==> config.mk <==
export PLATFORM = sky130hd
export DESIGN_NAME = alu_share_ctrl_flat
export DESIGN_NICKNAME = d
export VERILOG_FILES = /design/src/rtl/alu_share_pkg.sv /design/src/rtl/alu_share_ctrl_if.sv /design/src/rtl/alu_share_ctrl_rr_arbiter.sv /design/src/rtl/alu_share_ctrl.sv /design/src/flat_wrapper.sv
export SDC_FILE = /design/constraint.sdc
export NUM_CORES = 1
export LEC_CHECK = 0
export CORE_UTILIZATION = 37
export CTS_BUF_LIST = sky130_fd_sc_hd__clkbuf_4 sky130_fd_sc_hd__clkbuf_8 sky130_fd_sc_hd__clkbuf_16
export CTS_CLUSTER_DIAMETER = 50
export DETAILED_ROUTE_END_ITERATION = 10
export PLACE_DENSITY_LB_ADDON = 0.08
export SYNTH_ARGS = -nofsm -noshare
export SYNTH_HDL_FRONTEND = slang
export SYNTH_SLANG_ARGS = --single-unit
==> constraint.sdc <==
create_clock -name clk -period 3.2 [get_ports clk]
set_input_delay 0.48 -clock clk [delete_from_list [all_inputs] [get_ports clk]]
set_output_delay 0.48 -clock clk [all_outputs]
set_load 0.005 [all_outputs]
==> src/rtl/alu_share_pkg.sv <==
// Shared types, default widths and ALU opcode encodings for the ALU-sharing controller.
package alu_share_pkg;

  localparam int unsigned DEF_DATA_WIDTH = 16;
  localparam int unsigned DEF_SEL_WIDTH  = 3;
  localparam int unsigned DEF_NUM_REQ    = 4;

  typedef enum logic [1:0] {IDLE, ISSUE, RESP} ctrl_state_t;

  localparam logic [2:0] ADD = 3'b000;
  localparam logic [2:0] SUB = 3'b001;
  localparam logic [2:0] AND = 3'b010;
  localparam logic [2:0] OR  = 3'b011;
  localparam logic [2:0] XOR = 3'b100;
  localparam logic [2:0] NOT = 3'b101;
  localparam logic [2:0] SHL = 3'b110;
  localparam logic [2:0] SHR = 3'b111;

endpackage

==> src/rtl/alu_share_ctrl_if.sv <==
// Requester request/response channels plus the port to the shared external ALU.
interface alu_share_ctrl_if #(
  parameter int unsigned DATA_WIDTH = alu_share_pkg::DEF_DATA_WIDTH,
  parameter int unsigned SEL_WIDTH  = alu_share_pkg::DEF_SEL_WIDTH,
  parameter int unsigned NUM_REQ    = alu_share_pkg::DEF_NUM_REQ
) ();

  logic [NUM_REQ-1:0]            req_valid;
  logic [NUM_REQ-1:0]            req_ready;
  logic [NUM_REQ*DATA_WIDTH-1:0] req_a;
  logic [NUM_REQ*DATA_WIDTH-1:0] req_b;
  logic [NUM_REQ*SEL_WIDTH-1:0]  req_sel;
  logic [NUM_REQ-1:0]            rsp_valid;
  logic [NUM_REQ-1:0]            rsp_ready;
  logic [DATA_WIDTH-1:0]         rsp_data;
  logic [DATA_WIDTH-1:0]         alu_a;
  logic [DATA_WIDTH-1:0]         alu_b;
  logic [SEL_WIDTH-1:0]          alu_sel;
  logic [DATA_WIDTH-1:0]         alu_out;

  // Requesters and the ALU together form the master side.
  modport master (
    output req_valid, req_a, req_b, req_sel, rsp_ready, alu_out,
    input  req_ready, rsp_valid, rsp_data, alu_a, alu_b, alu_sel
  );

  modport slave (
    input  req_valid, req_a, req_b, req_sel, rsp_ready, alu_out,
    output req_ready, rsp_valid, rsp_data, alu_a, alu_b, alu_sel
  );

endinterface

==> src/rtl/alu_share_ctrl_rr_arbiter.sv <==
// Combinational round-robin arbiter: first set request at or above ptr, wrapping.
module rr_arbiter #(
  parameter int unsigned NUM_REQ = 4,
  parameter int unsigned IDX_W   = $clog2(NUM_REQ)
) (
  input  logic [NUM_REQ-1:0] req,
  input  logic [IDX_W-1:0]   ptr,
  output logic [NUM_REQ-1:0] grant,
  output logic [IDX_W-1:0]   idx,
  output logic               found
);

  int unsigned cand;

  always_comb begin
    grant = '0;
    idx   = '0;
    found = 1'b0;
    cand  = 0;
    for (int unsigned k = 0; k < NUM_REQ; k++) begin
      cand = (32'(ptr) + k) % NUM_REQ;
      if (!found && req[cand]) begin
        found       = 1'b1;
        idx         = IDX_W'(cand);
        grant[cand] = 1'b1;
      end
    end
  end

endmodule

==> src/rtl/alu_share_ctrl.sv <==
// Shares one external combinational ALU among NUM_REQ requesters: accept, issue, respond.
module alu_share_ctrl
  import alu_share_pkg::*;
#(
  parameter int unsigned DATA_WIDTH = DEF_DATA_WIDTH,
  parameter int unsigned SEL_WIDTH  = DEF_SEL_WIDTH,
  parameter int unsigned NUM_REQ    = DEF_NUM_REQ
) (
  input  logic             clk,
  input  logic             reset,
  alu_share_ctrl_if.slave  bus,
  output logic             busy
);

  localparam int unsigned IDX_W = $clog2(NUM_REQ);

  ctrl_state_t           state_q, state_d;
  logic [IDX_W-1:0]      ptr_q, ptr_d;
  logic [IDX_W-1:0]      grant_q, grant_d;
  logic [DATA_WIDTH-1:0] a_q, a_d, b_q, b_d, res_q, res_d;
  logic [SEL_WIDTH-1:0]  sel_q, sel_d;
  logic [NUM_REQ-1:0]    rsp_valid_q, rsp_valid_d;
  logic                  busy_q, busy_d;

  logic [NUM_REQ-1:0]    arb_grant;
  logic [IDX_W-1:0]      arb_idx;
  logic                  arb_found;

  rr_arbiter #(.NUM_REQ(NUM_REQ), .IDX_W(IDX_W)) u_arb (
    .req   (bus.req_valid),
    .ptr   (ptr_q),
    .grant (arb_grant),
    .idx   (arb_idx),
    .found (arb_found)
  );

  always_ff @(posedge clk) begin
    if (reset) begin
      state_q     <= IDLE;
      ptr_q       <= '0;
      grant_q     <= '0;
      a_q         <= '0;
      b_q         <= '0;
      sel_q       <= '0;
      res_q       <= '0;
      rsp_valid_q <= '0;
      busy_q      <= 1'b0;
    end else begin
      state_q     <= state_d;
      ptr_q       <= ptr_d;
      grant_q     <= grant_d;
      a_q         <= a_d;
      b_q         <= b_d;
      sel_q       <= sel_d;
      res_q       <= res_d;
      rsp_valid_q <= rsp_valid_d;
      busy_q      <= busy_d;
    end
  end

  // Operands stay latched after ISSUE so the ALU inputs never change until the next accept.
  always_comb begin
    state_d     = state_q;
    ptr_d       = ptr_q;
    grant_d     = grant_q;
    a_d         = a_q;
    b_d         = b_q;
    sel_d       = sel_q;
    res_d       = res_q;
    rsp_valid_d = rsp_valid_q;
    busy_d      = busy_q;
    case (state_q)
      IDLE: begin
        if (arb_found) begin
          a_d     = bus.req_a[32'(arb_idx) * DATA_WIDTH +: DATA_WIDTH];
          b_d     = bus.req_b[32'(arb_idx) * DATA_WIDTH +: DATA_WIDTH];
          sel_d   = bus.req_sel[32'(arb_idx) * SEL_WIDTH +: SEL_WIDTH];
          grant_d = arb_idx;
          busy_d  = 1'b1;
          state_d = ISSUE;
        end
      end
      ISSUE: begin
        res_d       = bus.alu_out;
        rsp_valid_d = {{(NUM_REQ-1){1'b0}}, 1'b1} << grant_q;
        state_d     = RESP;
      end
      RESP: begin
        if (bus.rsp_ready[grant_q]) begin
          rsp_valid_d = '0;
          busy_d      = 1'b0;
          ptr_d       = (grant_q == IDX_W'(NUM_REQ - 1)) ? '0 : grant_q + 1'b1;
          state_d     = IDLE;
        end
      end
      default: state_d = IDLE;
    endcase
  end

  always_comb begin
    bus.req_ready = '0;
    if (state_q == IDLE && !reset) bus.req_ready = arb_grant;
  end

  assign bus.rsp_valid = rsp_valid_q;
  assign bus.rsp_data  = res_q;
  assign bus.alu_a     = a_q;
  assign bus.alu_b     = b_q;
  assign bus.alu_sel   = sel_q;
  assign busy          = busy_q;

endmodule

==> src/flat_wrapper.sv <==
// flat-port wrapper written by rule: the top's interface ports become plain ports
module alu_share_ctrl_flat import alu_share_pkg::*;
#(
  parameter int unsigned DATA_WIDTH = DEF_DATA_WIDTH,
  parameter int unsigned SEL_WIDTH  = DEF_SEL_WIDTH,
  parameter int unsigned NUM_REQ    = DEF_NUM_REQ
)
  (clk, reset, busy, bus_req_valid, bus_req_a, bus_req_b, bus_req_sel, bus_rsp_ready, bus_alu_out, bus_req_ready, bus_rsp_valid, bus_rsp_data, bus_alu_a, bus_alu_b, bus_alu_sel);
  alu_share_ctrl_if #(.DATA_WIDTH(DATA_WIDTH), .SEL_WIDTH(SEL_WIDTH), .NUM_REQ(NUM_REQ)) bus_i ();
  input  logic clk;
  input  logic reset;
  output logic busy;
  input wire logic [$bits(bus_i.req_valid)-1:0] bus_req_valid;
  input wire logic [$bits(bus_i.req_a)-1:0] bus_req_a;
  input wire logic [$bits(bus_i.req_b)-1:0] bus_req_b;
  input wire logic [$bits(bus_i.req_sel)-1:0] bus_req_sel;
  input wire logic [$bits(bus_i.rsp_ready)-1:0] bus_rsp_ready;
  input wire logic [$bits(bus_i.alu_out)-1:0] bus_alu_out;
  output wire logic [$bits(bus_i.req_ready)-1:0] bus_req_ready;
  output wire logic [$bits(bus_i.rsp_valid)-1:0] bus_rsp_valid;
  output wire logic [$bits(bus_i.rsp_data)-1:0] bus_rsp_data;
  output wire logic [$bits(bus_i.alu_a)-1:0] bus_alu_a;
  output wire logic [$bits(bus_i.alu_b)-1:0] bus_alu_b;
  output wire logic [$bits(bus_i.alu_sel)-1:0] bus_alu_sel;
  assign bus_i.req_valid = bus_req_valid;
  assign bus_i.req_a = bus_req_a;
  assign bus_i.req_b = bus_req_b;
  assign bus_i.req_sel = bus_req_sel;
  assign bus_i.rsp_ready = bus_rsp_ready;
  assign bus_i.alu_out = bus_alu_out;
  assign bus_req_ready = bus_i.req_ready;
  assign bus_rsp_valid = bus_i.rsp_valid;
  assign bus_rsp_data = bus_i.rsp_data;
  assign bus_alu_a = bus_i.alu_a;
  assign bus_alu_b = bus_i.alu_b;
  assign bus_alu_sel = bus_i.alu_sel;
  alu_share_ctrl #(.DATA_WIDTH(DATA_WIDTH), .SEL_WIDTH(SEL_WIDTH), .NUM_REQ(NUM_REQ)) u_core (.clk(clk), .reset(reset), .bus(bus_i), .busy(busy));
endmodule
After elaboration in Yosys (flattened, before gate mapping)
Index checks and enable logic that the tools add are counted.
- bitwise logic cells: 3
- multipliers: 1
- $lt $le $gt $ge: 9
- muxes and demuxes: 40
- shifts and indexed selects: 4
- equal/unequal tests: 5
- add/sub/neg operators: 4
- reductions and logical operators: 20
- operators with widths (kind ; number):
    $shiftx 64x7->16 ; 2
    $mux 4 ; 6
    $lt 2x3->1 const B ; 5
    $mux 1 ; 15
    $mux 2 ; 7
    $or 4x4->4 ; 3
    $shiftx 12x5->3 ; 1
    $bmux 1 s2 ; 5
    $demux 1 s2 ; 4
    $ge 2x1->1 const B ; 4
    $logic_and 1x1->1 ; 8
    $pmux 4 s2 ; 1
    $reduce_and 2->1 ; 4
    $pmux 2 s3 ; 1
    $add 2x1->2 const B ; 2
    $add 2x2->2 const B ; 2
    $eq 2x2->1 const B ; 2
    $logic_not 1->1 ; 4
    $mul 2x2->4 const B ; 1
    $ne 2x1->1 const B ; 2
    $reduce_bool 2->1 ; 2
    $shl 1x2->4 const A ; 1
    $reduce_and 3->1 ; 1
    $eq 2x1->1 const B ; 1
    2 further kinds ; 2
- bits of input ports: 166
- output and inout port bits: 60
- logic and storage cells: 95
- flip-flop bits (word level): 62

Logic depth before layout (Yosys ltp)
Gate-level depths: netlist of run 1.
- depth in word-level cells: 14
- depth in mapped cells: 14
- mapped depth without buffers: 8

Cells and area by module
From an unflattened synthesis of run 1, not the netlist that was laid out.
- cells, all modules: 301
- area, all modules: 3518.4 µm²
- by module, submodules not included (module ; area an instance (µm²) ; instances ; cells each):
    alu_share_ctrl ; 3099.2 ; 1 ; 256
    rr_arbiter ; 419.2 ; 1 ; 45

Worst setup path after synthesis of run 1
No wires, ideal clock.
- kind: register to register
- start point: register u_core.ptr_q[0]
- end point: register u_core.b_q[7] (netlist: u_core.bus.alu_b[7])
- buffers on the path: 6
- library setup time: 0.082 ns
- setup slack: -0.104 ns
- arrival time: 3.222 ns
- cell stages (with the launch flop): 15
- required time: 3.118 ns
- cell sequence: dfxtp_1 > buf_2 > buf_2 > inv_1 > clkbuf_1 > ha_1 > clkbuf_1 > nand2b_1 > a21oi_1 > o32ai_1 > and2_1 > clkbuf_1 > clkbuf_1 > o221ai_1 > o221ai_1
- cells in the longest elaborated chain, start to end: 13
- elaborated cells between the ends (all ways): 27
- those cells by class: 3 x add/sub; 1 x shift; 16 x mux; 7 x reduce/logical
- RTL lines (what ; line ; RTL):
    start: declaration ; alu_share_ctrl.sv:18 ; logic [IDX_W-1:0] ptr_q, ptr_d;
    start signal: assignment ; alu_share_ctrl.sv:50 ; ptr_q <= ptr_d;
    parallel branches: the longest is 13 deep, another holds $add 2x1->2 ; -- ;
    end signal: assignment ; alu_share_ctrl.sv:43 ; b_q <= '0;
    end signal: assignment ; alu_share_ctrl.sv:53 ; b_q <= b_d;
    end: declaration ; alu_share_ctrl.sv:20 ; logic [DATA_WIDTH-1:0] a_q, a_d, b_q, b_d, res_q, res_d;
Parallel ways; which one is timed is not known. The select of a mux whose other input is x is not followed.
A chain may end at the register's enable or synchronous reset.

Final worst setup path of run 1
- start point: input port bus_req_valid[2]
- end point: output port bus_req_ready[0]
- cells in the longest elaborated chain, start to end: 13
- elaborated cells between the ends (all ways): 25
- those cells by class: 16 x mux; 3 x bitwise; 6 x reduce/logical
- RTL lines (what ; line ; RTL):
    start: declaration ; flat_wrapper.sv:13 ; input wire logic [$bits(bus_i.req_valid)-1:0] bus_req_valid;
    $bmux 1 s2 ; alu_share_ctrl_rr_arbiter.sv:22 ; if (!found && req[cand]) begin
    $mux 1 (not written as such) ; alu_share_ctrl_rr_arbiter.sv:22 ;
    $mux 1 ; alu_share_ctrl_rr_arbiter.sv:22 ;
    $logic_not 1->1 ; alu_share_ctrl_rr_arbiter.sv:22 ;
    $logic_and 1x1->1 ; alu_share_ctrl_rr_arbiter.sv:22 ;
    $mux 1 ; alu_share_ctrl_rr_arbiter.sv:22 ;
    $logic_not 1->1 ; alu_share_ctrl_rr_arbiter.sv:22 ;
    $logic_and 1x1->1 ; alu_share_ctrl_rr_arbiter.sv:22 ;
    $mux 1 ; alu_share_ctrl_rr_arbiter.sv:22 ;
    $logic_not 1->1 ; alu_share_ctrl_rr_arbiter.sv:22 ;
    $logic_and 1x1->1 ; alu_share_ctrl_rr_arbiter.sv:22 ;
    $mux 4 (*) ; alu_share_ctrl_rr_arbiter.sv:22 ;
    $mux 4 (*) ; alu_share_ctrl.sv:102 ; if (state_q == IDLE && !reset) bus.req_ready = arb_grant;
    end: declaration ; flat_wrapper.sv:19 ; output wire logic [$bits(bus_i.req_ready)-1:0] bus_req_ready;
Mark *: on every way between the ends. The rest lies on a longest branch, timed or not. The select of a mux whose other input is x is not followed.

==> flow_summary_export.csv, run 1 <==
group,metric,value,unit
status,status,"finished with violations",
status,violations,"DRC",
power,cellPowerDensity,414,nW/um^2
critical_path,worst_path_most_repeated_cell,"clkdlybuf4s50_1",
hold_path,min_path_cells,2,
place,io_buffers,225,
grt,grt_start_max_net_pins,40,
critical_path,r2r_start,"u_core.ptr_q[0]",
sta,drv_slew,0,
logic_synthesis,synth_top_area_share,27.8,%
power,ir_drop,0.337,mV
routing,avgRoutedWirePerCell,18.3,um
logic_synthesis,synth.most_common_cell,"nand2_1",
power,leakage,2.66,nW
logic_synthesis,synth.avg_cell_area,7.40,um^2
die,pin_count,226,
logic_synthesis,synth_nets,781,
die,die_w,112,um
layout,finalNonFillerCells,965,
critical_path,r2r-end,"u_core.bus.alu_a[15]",
logic_synthesis,yosysTopAreaCell,"dfxtp_1",
die,fp.dieArea,12500,um^2
sta,setup_viol,0,
layout,final_area,7320,um^2
flow_run,cap_violations,0,
place,place_congestion,0.841,
logic_synthesis,netlist_top_cells_area,"dfxtp_1 28%, nand2_1 9.3%, o211ai_1 5.7%",
critical_path,cp.required,2.72,ns
critical_path,cp-start-kind,"input pin",
clocking,cts_tree,"done",
power,swShare,33.2,%
sta,clock.fmax,319,MHz
clocking,ctsLongestPathBuffers,2,
layout,area_delta_synth_final,63.7,%
power,seqPwrFrac,31.2,%
grt,grt_pass1_wl,27800,um
critical_path,max_stage_delay,0.54,ns
grt,grt_overflow,0,
sta,max_slew_margin,15.4,%
die,rows,39,
logic_synthesis,synthArstFlopShare,0,%
die,core_area,11600,um^2
clocking,cts_root_buf,"clkbuf_16",
logic_synthesis,synthCells,604,
routing,drt_first_iter_violations,380,
critical_path,reg2reg_depth,9,
clocking,cts_hold_buf,0,
critical_path,cp_top_family,"buffers and inverters",
critical_path,ff2ff_setup_slack,0.43,ns
hold_path,hp-class,"reg -> reg",
routing,ant_nets,0,
routing,drc,15,
sta,tightest_slew,1.27,ns
sta,rsz0062_at_grt,"false",
sta,fin_crit,3.14,ns
power,p_clk_share,30.2,%
sta,setup_tns,0,ns
routing,dr.pass1.iters,8,
routing,num_vias,5611,
critical_path,slowest_stage,"mux4_2",
layout,fill_cells,1024,
place,placed_cell_area,6940,um^2
grt,grt_pass1_vias,5523,
logic_synthesis,ys_seq_area_share,27.8,%
logic_synthesis,synth_seq_cells,62,
sta,final.setup_skew,0.00643,ns
hold_path,hold_end,"u_core.bus.rsp_data[13]",
power,pwr-share-comb,38.5,%
layout,fin_util,63.0,%
routing,viasPerCell,5.81,
logic_synthesis,synth_ff_type,"dfxtp_1",
sta,hold_viol_final,0,
place,numPlacedInstances,945,
power,switching_power,1.01,mW
layout,drive_gt1_share,8.76,%
clocking,numCtsBuffers,9,
logic_synthesis,ys_warn_count,0,
power,total_power,3.03,mW
die,start_util,38.5,%
critical_path,crit_chain,"clkdlybuf4s50_1 > mux4_2 > buf_4 > a221o_1 > o21ai_0 > a21oi_1 > clkdlybuf4s50_1",
grt,grtUsageTotal,27.8,%
clocking,clkSinkCount,62,
critical_path,critical_path_arrival,2.66,ns
hold_path,hold_start,"u_core.bus.rsp_data[13]",
critical_path,cp_max_fo,6,
logic_synthesis,synth.cell_area,4470,um^2
layout,antenna_cells,0,
clocking,clk_pin_slew_worst_paths,0.06,ns
sta,min_period_over_period,98.0,%
die,chipHeight,112,um
logic_synthesis,synth-edff-count,0,
critical_path,path_buf_inv,3,
critical_path,criticalPathCategory,"in -> out",
logic_synthesis,ys_top_cells_by_count,"111 x nand2_1, 62 x dfxtp_1, 38 x a21oi_1",
critical_path,end_kind,"output pin",
routing,routed_wirelength,17600,um
layout,nets,994,
place,place_hpwl,12400,um
grt,antenna_found_initial,0,
clocking,clkLatencyLatePin,0.34,ns
power,power.internal,2.03,mW
clocking,htreeDepth,3,
logic_synthesis,synth_cell_types,46,
repair_timing:
item / 4_1_cts / 5_1_grt
pin swaps: 0 / 1
setup buffers: 0 / 2
gates cloned: 2 / 0
setup endpoints to repair: 4 / 4
gates resized for setup: 4 / 3
cells by family after synthesis:
group	Yosys count	synth area share [%]
AO/OA/AOI/OAI	195	30.7
adder cells (fa/ha/maj)	11	3.08
buffers and inverters	64	6.10
flip-flops	62	27.8
multiplexers	25	6.47
AND/OR/NAND/NOR	247	25.9
worst max path at each step:
stage | endpoint | startpoint | depth (start not counted)
3_5_place_dp | bus_req_ready[0] | bus_req_valid[2] | 7
2_1_floorplan | u_core.bus.alu_b[7] | u_core.ptr_q[0] | 14
5_1_grt | bus_req_ready[0] | u_core.ptr_q[0] | 8
6_report | bus_req_ready[0] | bus_req_valid[2] | 7
3_3_place_gp | bus_req_ready[2] | bus_req_valid[0] | 9
4_1_cts | bus_req_ready[0] | u_core.ptr_q[1] | 8
stage by stage:
step                      hold WS, ns  setup slack, ns
after CTS                       0.454          0.00931
after floorplan                 0.453           0.0694
after detailed placement        0.446           0.0780
final                           0.451           0.0636
after global routing            0.472           0.0118
after global placement          0.441            0.128
metal layers:
| metal | global-route usage [%] | vias to the layer above | wire (um) | share of wire [%] |
|---|---|---|---|---|
| li1 | - | 2690 | - | - |
| met1 | 32.7 | 2611 | 7250 | 41 |
| met2 | 47.9 | 278 | 8350 | 47 |
| met3 | 8.22 | 32 | 1660 | 9.4 |
| met4 | 9.46 | 0 | 366 | 2.1 |
| met5 | 0 | - | 0 | 0 |
state kept, by name, summed over array words and instances (netlist names):
name / count
u_core.bus.alu_a: 16
u_core.grant_q: 2
u_core.state_q: 2
u_core.bus.alu_b: 16
u_core.bus.rsp_data: 16
u_core.bus.alu_sel: 3
u_core.bus.rsp_valid: 4
u_core.busy: 1
u_core.ptr_q: 2
worst reg2reg max path, delay by kind of cell (launching register included):
kind | cells | cell delay, ns
AOI/OAI and AO/OA | 3 | 0.54
muxes | 1 | 0.54
DFF | 1 | 0.39
buffers and inverters | 3 | 0.66
and+or+nand+nor | 2 | 0.51
layout make-up:
cell class | count | area [um^2] | area share (%)
clock inverters | 7 | 51.3 | 0.701
well taps | 143 | 179 | 2.45
flip-flops and latches | 62 | 1240 | 17.0
multi-input cells | 478 | 3000 | 41.0
repair buffers | 260 | 2590 | 35.4
clock buffers | 9 | 225 | 3.08
inverters | 6 | 22.5 | 0.308
power by group through the flow:
stage / registers (mW) / logic (mW) / clock network (mW)
2_1_floorplan: 0.957 / 0.527 / 0
3_3_place_gp: 0.956 / 1.12 / 0
3_5_place_dp: 0.960 / 1.14 / 0
4_1_cts: 0.946 / 1.16 / 0.938
5_1_grt: 0.959 / 1.26 / 0.974
6_report: 0.946 / 1.17 / 0.916
placed cells by master (no fill, tap or decap), types with 9 or more instances in the layout:
master	netlist	routed
or3_1	12	12
buf_4	2	31
o211ai_1	34	34
nand2_1	111	111
nor3_1	12	11
o221ai_1	22	22
dfxtp_1	62	61
ha_1	11	10
a2bb2oi_1	9	9
a21oi_1	38	38
mux2i_1	21	20
nor2_1	33	31
nand2b_1	10	10
clkdlybuf4s50_1	0	225
nand3_1	20	19
a211oi_1	16	15
clkbuf_16	0	9
o21ai_0	28	27
a31oi_1	10	10
and3_1	22	22
(Power assumes the default switching activity.)
==> run 2: changes to the inputs <==
--- a/config.mk
+++ b/config.mk
@@ -9,7 +9,7 @@
 export CTS_BUF_LIST = sky130_fd_sc_hd__clkbuf_4 sky130_fd_sc_hd__clkbuf_8 sky130_fd_sc_hd__clkbuf_16
 export CTS_CLUSTER_DIAMETER = 50
 export DETAILED_ROUTE_END_ITERATION = 10
-export PLACE_DENSITY_LB_ADDON = 0.08
+export PLACE_DENSITY = 0.78
 export SYNTH_ARGS = -nofsm -noshare
 export SYNTH_HDL_FRONTEND = slang
 export SYNTH_SLANG_ARGS = --single-unit
==> constraint.sdc (replaced) <==
create_clock -name clk -period 2.67 [get_ports clk]
set_input_delay 0.4005 -clock clk [delete_from_list [all_inputs] [get_ports clk]]
set_output_delay 0.4005 -clock clk [all_outputs]
set_load 0.005 [all_outputs]
==> flow_summary_export.csv, run 2 (same netlist as run 1, synthesis figures left out) <==
group,metric,value,unit
critical_path,startpoint,"u_core.ptr_q[0]",
clocking,cts_hold_buf,0,
grt,grtUsageTotal,29.2,%
sta,setup_viol,0,
die,fp.dieArea,12500,um^2
clocking,cts_tree,"done",
power,total_power,3.92,mW
clocking,ctsLongestPathBuffers,2,
sta,tightest_slew,1.24,ns
critical_path,cp_max_fo,5,
routing,num_vias,5930,
critical_path,cp-start-kind,"flop",
routing,avgRoutedWirePerCell,18.9,um
die,chipHeight,112,um
critical_path,slowest_stage,"dfxtp_4",
die,rows,39,
place,numPlacedInstances,976,
critical_path,r2r_start,"u_core.ptr_q[0]",
layout,nets,1028,
clocking,htreeDepth,3,
grt,grt_pass1_vias,5933,
sta,max_slew_margin,17.4,%
critical_path,crit_chain,"inv_2 > ha_4 > mux4_2 > buf_6 > a221o_1 > o21ai_2 > a21oi_2 > clkdlybuf4s15_1",
routing,routed_wirelength,18900,um
critical_path,cp.required,2.27,ns
hold_path,hold_start,"u_core.bus.rsp_data[5]",
routing,viasPerCell,5.94,
clocking,numCtsBuffers,9,
sta,drv_slew,0,
die,core_area,11600,um^2
routing,drt_first_iter_violations,421,
layout,mostFrequentLayoutCell,"clkdlybuf4s50_1",
sta,min_period_over_period,98.9,%
clocking,clkSinkCount,62,
place,place_congestion,0.826,
die,start_util,38.5,%
layout,final_area,7690,um^2
routing,dr.pass1.iters,10,
place,placed_cell_area,7240,um^2
place,io_buffers,225,
critical_path,cp_top_family,"compound AO/OA/AOI/OAI gates",
flow_run,cap_violations,0,
grt,antenna_found_initial,0,
critical_path,max_stage_delay,0.38,ns
hold_path,hp-class,"reg -> reg",
place,place_hpwl,14200,um
sta,rsz0062_at_grt,"true",
die,die_w,112,um
critical_path,criticalPathCategory,"reg -> out",
grt,grt_start_max_net_pins,39,
critical_path,critical_path_arrival,2.24,ns
power,cellPowerDensity,509,nW/um^2
layout,finalNonFillerCells,999,
status,violations,"DRC",
layout,mostFrequentLayoutCells,"217 x clkdlybuf4s50_1, 110 x nand2_1, 61 x dfxtp_1",
layout,antenna_cells,0,
clocking,clk_pin_slew_worst_paths,0.05,ns
die,pin_count,226,
grt,grt_pass1_wl,29300,um
grt,grt_overflow,0,
power,ir_drop,0.290,mV
status,status,"finished with violations",
clocking,clkLatencyLatePin,0.34,ns
routing,drc,15,
critical_path,end_kind,"output pin",
power,leakage,2.88,nW
routing,ant_nets,0,
critical_path,path_buf_inv,3,
sta,hold_viol_final,0,
layout,drive_gt1_share,13.7,%
sta,clock.fmax,379,MHz
sta,final.setup_skew,0.0127,ns
clocking,cts_root_buf,"clkbuf_16",
sta,fin_crit,2.64,ns
layout,area_delta_synth_final,72.0,%
==> run 2: changes by cell type in the layout (fill, tap and decap cells not counted), moves of 5 or more <==
cell,change
buf_4,+23
clkdlybuf4s50_1,-8
buf_6,+6
buf_12,+5
==> run 2: through the flow <==
| stage | hold WS, ns | setup slack [ns] | TNS [ns] | utilization [%] |
|---|---|---|---|---|
| 2_1_floorplan | 0.453 | 0.00948 | 0 | - |
| 3_3_place_gp | 0.441 | -0.237 | -3.59 | 62.3 |
| 3_5_place_dp | 0.447 | -0.281 | -6.33 | 62.3 |
| 4_1_cts | 0.455 | -0.00392 | -0.00392 | 65.6 |
| 5_1_grt | 0.472 | -0.00636 | -0.00636 | 66.2 |
| 6_report | 0.455 | 0.0303 | 0 | 66.2 |
==> run 2: path summary, 6_finish.rpt <==
kind | end | depth (start not counted) | slack [ns]
worst max-delay path | bus_req_ready[0] | 8 | 0.03
worst min-delay path | u_core.bus.rsp_data[5] | 2 | 0.45
worst max register to register | u_core.bus.alu_a[7] | 13 | 0.10
worst min register to register | u_core.bus.rsp_data[5] | 2 | 0.45
==> run 2: report_power, final <==
group | switching (mW) | internal [mW]
Combinational | 0.711 | 0.846
Clock | 0.433 | 0.793
Sequential | 0.0800 | 1.05
==> run 2: repair_timing <==
item / 4_1_cts / 5_1_grt
cloned: 0 / 2
hold endpoints to repair: 0 / 0
resized for setup: 24 / 20
pin swaps: 1 / 4
setup buffers: 3 / 2
setup endpoints to repair: 12 / 27
==> run 2: layout make-up <==
cell class | count | area (um^2)
tap | 143 | 179
sequential | 62 | 1240
timing repair buffer | 294 | 2870
clock buffer | 13 | 268
clock inverter | 3 | 42.5
multi-input combinational | 478 | 3060
inverter | 6 | 22.5
fill | 977 | 3930
==> run 2: layer usage <==
metal  global-route usage, %  part of all wire [%]  vias to the layer above
met1                    32.2                    39                     2815
met5                       0                     0                        -
met4                    15.0                   3.5                        0
met3                    6.91                   8.3                       51
li1                        -                     -                     2759
met2                    52.1                    49                      305
==> run 2: worst reg2reg max path, stage by stage, from the launching register on <==
cell     delay [ns]
dfxtp_4        0.38
inv_2          0.06
ha_4           0.27
mux4_2         0.35
nor2b_4        0.16
buf_6          0.12
buf_4          0.19
o31ai_4        0.07
buf_4          0.18
buf_6          0.14
buf_4          0.13
o22ai_1        0.11
nor3_1         0.06
o31a_1         0.27
==> run 3: changes to the inputs <==
--- a/config.mk
+++ b/config.mk
@@ -5,11 +5,12 @@
 export SDC_FILE = /design/constraint.sdc
 export NUM_CORES = 1
 export LEC_CHECK = 0
-export CORE_UTILIZATION = 37
+export ABC_CLOCK_PERIOD_IN_PS = 2930
+export CORE_UTILIZATION = 41
 export CTS_BUF_LIST = sky130_fd_sc_hd__clkbuf_4 sky130_fd_sc_hd__clkbuf_8 sky130_fd_sc_hd__clkbuf_16
 export CTS_CLUSTER_DIAMETER = 50
 export DETAILED_ROUTE_END_ITERATION = 10
-export PLACE_DENSITY = 0.78
+export PLACE_DENSITY = 0.85
 export SYNTH_ARGS = -nofsm -noshare
 export SYNTH_HDL_FRONTEND = slang
 export SYNTH_SLANG_ARGS = --single-unit
==> constraint.sdc (replaced) <==
create_clock -name clk -period 2.93 [get_ports clk]
set_input_delay 0.4395 -clock clk [delete_from_list [all_inputs] [get_ports clk]]
set_output_delay 0.4395 -clock clk [all_outputs]
set_load 0.005 [all_outputs]
==> flow_summary_export.csv, run 3 (same netlist as run 1, synthesis figures left out) <==
group,metric,value,unit
power,pwr-share-comb,42.2,%
routing,ant_nets,0,
flow_run,cap_violations,0,
place,io_buffers,225,
layout,drive_gt1_share,10.4,%
layout,nets,1010,
critical_path,crit_chain,"clkdlybuf4s50_1 > mux4_2 > buf_6 > a221o_1 > o21ai_0 > a21oi_1 > dlygate4sd2_1",
layout,antenna_cells,0,
die,chipHeight,106,um
die,pin_count,226,
critical_path,critical_path_arrival,2.43,ns
clocking,clkSinkCount,62,
clocking,clkLatencyLatePin,0.35,ns
hold_path,hp-class,"reg -> reg",
sta,final.setup_skew,0.0139,ns
critical_path,criticalPathCategory,"in -> out",
layout,mostFrequentLayoutCell,"clkdlybuf4s50_1",
critical_path,max_stage_delay,0.56,ns
sta,max_slew_margin,46.2,%
clocking,cts_tree,"done",
critical_path,cp-start-kind,"input pin",
clocking,cts_hold_buf,0,
power,cellPowerDensity,428,nW/um^2
critical_path,cp_max_fo,6,
routing,num_vias,5853,
grt,use_met3,7.36,%
die,core_area,10500,um^2
power,switching_power,1.08,mW
place,pre_cts_ws,-0.192,ns
die,rows,37,
sta,tightest_slew,0.807,ns
grt,grt_pass1_wl,28100,um
critical_path,ff2ff_setup_slack,0.16,ns
layout,area_delta_synth_final,63.9,%
power,p_clk_share,25.0,%
die,start_util,42.7,%
critical_path,r2r_start,"u_core.ptr_q[0]",
sta,fin_crit,2.87,ns
die,die_w,106,um
place,place_hpwl,13500,um
die,fp.dieArea,11300,um^2
grt,grt_use_met2,56.2,%
clocking,clk_pin_slew_worst_paths,0.07,ns
sta,hold_viol_final,0,
place,place_congestion,0.836,
layout,fill_cells,844,
sta,setup_viol,0,
routing,dr.pass1.iters,5,
critical_path,startpoint,"bus_req_valid[0]",
clocking,numCtsBuffers,9,
status,status,"complete, no violations",
routing,avgRoutedWirePerCell,18.6,um
critical_path,cp.required,2.49,ns
grt,grtUsageTotal,31.1,%
critical_path,slowest_stage,"mux4_2",
sta,setup_tns,0,ns
sta,drv_slew,0,
power,total_power,3.14,mW
power,swShare,34.3,%
power,power.internal,2.06,mW
clocking,ctsLongestPathBuffers,2,
grt,antenna_found_initial,0,
place,placed_cell_area,7090,um^2
routing,viasPerCell,6.01,
routing,drc,0,
grt,grt_util_met1,35.0,%
routing,drt_first_iter_violations,457,
layout,mostFrequentLayoutCells,"219 x clkdlybuf4s50_1, 111 x nand2_1, 61 x dfxtp_1",
grt,grt_start_max_net_pins,39,
sta,rsz0062_at_grt,"false",
power,seqPwrFrac,32.8,%
sta,clock.fmax,349,MHz
layout,final_area,7320,um^2
sta,timing.final.ws_setup,0.0637,ns
clocking,htreeDepth,3,
hold_path,hold_start,"u_core.bus.rsp_data[9]",
grt,grt_pass1_vias,5827,
sta,min_period_over_period,97.8,%
power,ir_drop,0.339,mV
clocking,cts_root_buf,"clkbuf_8",
grt,top_usage_layer,"met2",
grt,grt_overflow,0,
critical_path,end_kind,"output pin",
routing,routed_wirelength,18100,um
power,leakage,2.72,nW
run 3: cell count changes in the layout (fill, tap and decap cells not counted), sizes merged, moves of 2 or more:
cell	change
buf	-20
clkbuf	-5
clkdlybuf4s50	+2
clkinv	+3
dlygate4sd2	+3
run 3: per-stage QoR:
step           hold slack (ns)  utilization (%)  cells
5_1_grt                  0.488             70.0    974
6_report                 0.457             70.0    974
4_1_cts                  0.457             70.0    974
2_1_floorplan            0.453                -    604
3_3_place_gp             0.442             67.7    956
3_5_place_dp             0.446             67.7    956
run 3: path summary, 6_finish.rpt:
check	cells after the start	end
worst max register to register	8	u_core.bus.alu_sel[0]
worst max-delay path	7	bus_req_ready[1]
worst min-delay path	2	u_core.bus.rsp_data[9]
worst min register to register	2	u_core.bus.rsp_data[9]
run 3: worst max-delay path: cells and delay by family:
family / cells / cell delay, ns
buf+inv: 3 / 0.90
mux: 1 / 0.56
compound gates: 3 / 0.52
run 3: power groups by stage:
| stage | Combinational, mW | Clock [mW] | Sequential [mW] |
|---|---|---|---|
| floorplan | 0.578 | 0 | 1.05 |
| global placement | 1.26 | 0 | 1.04 |
| detailed placement | 1.30 | 0 | 1.05 |
| CTS | 1.31 | 0.787 | 1.03 |
| global route | 1.42 | 0.824 | 1.04 |
| finish | 1.32 | 0.784 | 1.03 |
run 3: area by class of cell:
type | instances | area [um^2] | area share, %
clock buffer | 9 | 124 | 1.69
clock inverter | 7 | 73.8 | 1.01
inverter | 6 | 22.5 | 0.308
multi-input combinational | 478 | 3000 | 41.0
sequential | 62 | 1240 | 17.0
tap | 136 | 170 | 2.32
timing repair buffer | 276 | 2690 | 36.7
run 3: metal layers:
| metal | vias up | part of all wire (%) |
|---|---|---|
| met5 | - | 0 |
| met4 | 0 | 2.9 |
| met3 | 47 | 9.2 |
| met2 | 336 | 50 |
| met1 | 2749 | 38 |
| li1 | 2721 | - |
run 3: repair_timing:
action	4_1_cts	5_1_grt
resized for setup	13	0
endpoints found under the setup margin	4	0
buffers inserted	2	0
